### config.mk
export PLATFORM = sky130hd
export DESIGN_NAME = stream_width_upsizer
export DESIGN_NICKNAME = d
export VERILOG_FILES = /design/src/rtl/stream_width_upsizer.sv
export SDC_FILE = /design/constraint.sdc
export NUM_CORES = 1
export LEC_CHECK = 0
export CORE_ASPECT_RATIO = 0.7
export CORE_MARGIN = 10
export CORE_UTILIZATION = 55
export DETAILED_ROUTE_END_ITERATION = 10
export PLACE_DENSITY = 0.92
export SETUP_SLACK_MARGIN = 0.1
export SLEW_MARGIN = 20
export SYNTH_ARGS = -nofsm -noshare
export SYNTH_HDL_FRONTEND = slang
export SYNTH_SLANG_ARGS = --single-unit
### constraint.sdc
create_clock -name clk -period 2.6 [get_ports clk]
set_input_delay 0.39 -clock clk [delete_from_list [all_inputs] [get_ports clk]]
set_output_delay 0.39 -clock clk [all_outputs]
set_load 0.1 [all_outputs]
### src/rtl/stream_width_upsizer.sv
`default_nettype none
// ============================================================================
// Module   : stream_width_upsizer
// Purpose  : Packs a narrow valid/ready sample stream into words RATIO lanes
//            wide. s_last closes a frame early, and the partial word is
//            flushed zero-padded with a per-lane keep mask. Completed words
//            leave through a registered valid/ready output stage. One extra
//            completed word can wait in the assembly register while the
//            output stage is stalled.
// Ports    : clk, rst         - clock, synchronous active-high reset
//            s_valid/s_ready  - input handshake (s_ready is combinational)
//            s_data, s_last   - input sample and end-of-frame marker
//            m_valid/m_ready  - output handshake (m_valid is registered)
//            m_data           - packed word, lane 0 in the low bits
//            m_keep           - bit i set when lane i holds a real sample
//            m_last           - word ends a frame
// Revision : 1.0 - initial release
// ============================================================================
module stream_width_upsizer #(
    parameter int DATA_WIDTH = 16,
    parameter int RATIO      = 4
) (
    input  logic                        clk,
    input  logic                        rst,
    input  logic                        s_valid,
    output logic                        s_ready,
    input  logic [DATA_WIDTH-1:0]       s_data,
    input  logic                        s_last,
    output logic                        m_valid,
    input  logic                        m_ready,
    output logic [DATA_WIDTH*RATIO-1:0] m_data,
    output logic [RATIO-1:0]            m_keep,
    output logic                        m_last
);

    localparam int              CNT_W     = (RATIO > 1) ? $clog2(RATIO) : 1;
    localparam logic [CNT_W-1:0] c_CNT_MAX = CNT_W'(RATIO - 1);

    // The state register doubles as the hold flag: HOLD means a completed
    // word sits in the assembly register waiting for the output stage.
    localparam logic [0:0] c_FILL = 1'b0;
    localparam logic [0:0] c_HOLD = 1'b1;

    logic [0:0]                  r_state;
    logic [CNT_W-1:0]            r_cnt;
    logic                        r_last_flag;
    logic [RATIO-1:0]            r_hold_keep;
    logic [DATA_WIDTH-1:0]       r_lanes [RATIO];

    logic                        w_accept;
    logic                        w_complete;
    logic                        w_out_free;
    logic                        w_capture;
    logic                        w_load_new;
    logic                        w_load_held;
    logic [DATA_WIDTH*RATIO-1:0] w_word_data;
    logic [DATA_WIDTH*RATIO-1:0] w_held_data;
    logic [RATIO-1:0]            w_word_keep;

    assign s_ready     = (r_state == c_FILL) && !rst;
    assign w_accept    = s_valid && s_ready;
    assign w_complete  = w_accept && ((r_cnt == c_CNT_MAX) || s_last);
    assign w_out_free  = !m_valid || m_ready;
    assign w_load_new  = w_complete && w_out_free;
    assign w_capture   = w_complete && !w_out_free;
    assign w_load_held = (r_state == c_HOLD) && w_out_free;

    // Completed-word view: lanes below the counter come from storage, the
    // current lane from s_data, and anything above is forced to zero so a
    // short frame never leaks samples from an earlier word.
    for (genvar i = 0; i < RATIO; i++) begin : g_lane
        assign w_word_data[i*DATA_WIDTH +: DATA_WIDTH] =
            (CNT_W'(i) <  r_cnt) ? r_lanes[i] :
            (CNT_W'(i) == r_cnt) ? s_data     : '0;
        assign w_word_keep[i] = (CNT_W'(i) <= r_cnt);
        assign w_held_data[i*DATA_WIDTH +: DATA_WIDTH] = r_lanes[i];

        always_ff @(posedge clk) begin
            if (rst) begin
                r_lanes[i] <= '0;
            end else if (w_capture) begin
                // Freeze the zero-padded word so HOLD can forward it verbatim.
                r_lanes[i] <= w_word_data[i*DATA_WIDTH +: DATA_WIDTH];
            end else if (w_accept && (r_cnt == CNT_W'(i))) begin
                r_lanes[i] <= s_data;
            end
        end
    end

    always_ff @(posedge clk) begin
        if (rst) begin
            r_state     <= c_FILL;
            r_cnt       <= '0;
            r_last_flag <= 1'b0;
            r_hold_keep <= '0;
            m_valid     <= 1'b0;
            m_data      <= '0;
            m_keep      <= '0;
            m_last      <= 1'b0;
        end else begin
            if (w_complete) begin
                r_cnt <= '0;
            end else if (w_accept) begin
                r_cnt <= r_cnt + CNT_W'(1);
            end

            if (w_capture) begin
                r_state     <= c_HOLD;
                r_hold_keep <= w_word_keep;
                r_last_flag <= s_last;
            end else if (w_load_held) begin
                r_state <= c_FILL;
            end

            // s_ready is low in HOLD, so a held load and a new completion
            // can never coincide.
            if (w_load_held) begin
                m_valid <= 1'b1;
                m_data  <= w_held_data;
                m_keep  <= r_hold_keep;
                m_last  <= r_last_flag;
            end else if (w_load_new) begin
                m_valid <= 1'b1;
                m_data  <= w_word_data;
                m_keep  <= w_word_keep;
                m_last  <= s_last;
            end else if (m_ready) begin
                m_valid <= 1'b0;
            end
        end
    end

endmodule
`default_nettype wire

==> impl_metrics.tcl <==
set metrics [dict create \
    hpwlAfterDp_mm 13.3 \
    synth_seq_cells 142 \
    switching_share_pct 28.8 \
    use_met2_pct 36.4 \
    seq_area_frac_synth_pct 51.4 \
    p_leak_nw 2.82 \
    insertion_delay_ps 430 \
    die_w_um 153 \
    syn-num-nets 706 \
    p_int_mw 4.14 \
    h-tree-depth 4 \
    grt_setup_unrepaired "true" \
    drt-total-wl_mm 20.3 \
    fin_setup_tns_ps 0 \
    p_seq_share_pct 43.1 \
    cp.required_ps 2880 \
    cts_tree "built" \
    fmax_mhz 414 \
    p_switching_mw 1.67 \
    ys_top_cells_by_area "edfxtp_1, dfxtp_1, a21oi_1" \
    fill_cells 842 \
    finalCritPeriodShare_pct 92.8 \
    synthArstFlopShare_pct 0 \
    grt_pass1_vias 5911 \
    synth_area_sq_mm 0.00678 \
    cap_violations 0 \
    cts_hold_buf 0 \
    clock_skew_ps 8.70 \
    initial_utilization_pct 57.0 \
    status "completed" \
    antenna_found_initial 0 \
    dpl_worst_slack_ps -40.9 \
    n_antenna_cell 0 \
    hold_depth 2 \
    cts.sinks 142 \
    top_usage_layer "met2" \
    finalSetupViolCount 0 \
    cts_buffers 17 \
    num_vias 5979 \
    design_power_total_mw 5.80 \
    post_drt_via_cell_ratio 6.61 \
    hold_class "reg2reg" \
    crit_fanout 38 \
    synth_top_cells_by_count "a21oi_1, nand3_1, dfxtp_1" \
    first_iter_violations 928 \
    end_kind "register" \
    root_buffer "clkbuf_16" \
    final.setup.worst_slack_ps 186 \
    grt_max_degree 48 \
    dieArea_sq_mm 0.0172 \
    post_cts_buffers 0 \
    antenna_left 0 \
    startpoint_type "register" \
    regToRegSetupSlack_ps 190 \
    gr-total-overflow 0 \
    power_density_mw_per_mm2 713 \
    yosysTopAreaCell "edfxtp_1" \
    core_area_sq_mm 0.0119 \
    critPathKind "reg2reg" \
    nets 761 \
    die_height_um 113 \
    yosysMostFrequentCell "a21oi_1" \
    seq_area_sq_mm 0.00348 \
    ys.flop_type "dfxtp_1" \
    worst_pin_slew_ps 1050 \
    gp_congestion 0.959 \
    clock_path_buffers 2 \
    grt_usage_pct 22.8 \
    wl_per_cell_um 22.4 \
    slew_headroom_pct 29.6 \
    combPwrFrac_pct 15.9 \
    synth_edf_count 64 \
    yosysWarnings 0 \
    finalCriticalPeriod_ps 2410 \
    ir_worst_vdd_mv 0.527 \
    remaining_drc_errors 0 \
    ioPinCount 92 \
    synth_area_per_cell_sq_um 9.97 \
    io_buffers 91 \
    grt_use_met1_pct 28.8 \
    synth_cells 680 \
    pwr-share-clk_pct 41.1 \
    synth_top_area_share_pct 28.4 \
    rr_worst_depth 6 \
    critPathArrivalTime_ps 2690 \
    first_pass_iters 7 \
    multi_input_area_sq_mm 0.00284 \
    rows 33 \
    syn_to_final_growth_pct 20.1 \
    ys_types 43 \
    drive_above_1_share_pct 24.1 \
    drv_slew 0 \
    grt_pass1_wl_mm 32.0 \
    clkTransAtPathRegs_ps 60 \
    hold_viol_final 0 \
    use_met3_pct 6.32 \
]
-- sequential cells by signal, indices dropped and copies added, names as in the netlist, 2 cells and up --
signal,cells
m_data,64
m_keep,4
r_cnt,2
r_hold_keep,4
r_lanes,64
-- worst max-delay path: stages, from the launching register on --
cell and delay [ps]:
dfxtp_1 460, ha_1 220, buf_4 330, nor2_1 170
o21ai_2 670, a32oi_1 270, nor2_1 140
-- layout make-up --
class,instances,area share (%)
clock inverter,6,1.06
clock buffer,26,6.01
multi-input combinational,442,34.9
tap,157,2.41
sequential,142,42.8
inverter,5,0.231
timing repair buffer,127,12.6
-- through the flow --
step | utilization [%] | cell area, sq um | std cells | hold slack, ps
final | 68.5 | 8140 | 905 | 459
after global routing | 68.5 | 8140 | 905 | 489
after CTS | 68.4 | 8130 | 905 | 457
after floorplan | - | 6780 | 680 | 428
after detailed placement | 63.5 | 7550 | 873 | 444
after global placement | 63.5 | 7550 | 873 | 440
-- kinds of logic (layout without fill, tap and decap cells) --
family          count (synthesis)  after routing  share of synthesized area [%]
fa+ha+maj                       5              5                          0.923
simple gates                  197            197                           14.2
buf+inv                        96            164                           7.00
compound gates                237            237                           26.1
mux                             3              3                          0.443
flops                         142            142                           51.4
-- power by group through the flow --
stage	Clock [mW]	Sequential [mW]	Combinational [mW]
floorplan	0	2.92	0.297
global placement	0	2.53	0.890
detailed placement	0	2.54	0.910
CTS	2.39	2.50	0.914
global route	2.48	2.51	0.959
finish	2.38	2.50	0.922
-- final timing paths --
check	start	to
max	r_cnt[0]$_SDFFE_PP0N_	r_lanes[0][11]$_DFFE_PP_
min	r_hold_keep[2]$_SDFFE_PP0P_	r_hold_keep[2]$_SDFFE_PP0P_
min reg2reg	r_hold_keep[2]$_SDFFE_PP0P_	r_hold_keep[2]$_SDFFE_PP0P_
max reg2reg	r_cnt[0]$_SDFFE_PP0N_	r_lanes[0][11]$_DFFE_PP_
-- repair_timing --
item / 4_1_cts / 5_1_grt
pin swaps: 0 / 0
resized for setup: 1 / 3
endpoints found under the setup margin: 16 / 25
-- layout by cell type, fill, tap and decap left out, types with 3 or more instances in the layout --
cell / instances
a32oi_1: 16
ha_1: 4
a22oi_1: 32
nor2_1: 24
o21ai_0: 11
clkdlybuf4s50_1: 19
mux2i_1: 3
and3_1: 17
nand3_1: 98
clkbuf_1: 6
a311oi_1: 11
edfxtp_1: 64
nor3_1: 4
a211oi_1: 23
dfxtp_1: 77
buf_4: 105
a21oi_1: 102
clkbuf_8: 3
a211oi_2: 11
inv_1: 4
nand2_1: 43
clkbuf_16: 17
a311oi_2: 20
-- layer usage --
layer | wire (um) | up-vias
li1 | - | 2689
met1 | 7950 | 2860
met2 | 9420 | 386
met3 | 2440 | 44
met4 | 473 | 0
met5 | 0 | -
Power figures use the tool's default switching activity.
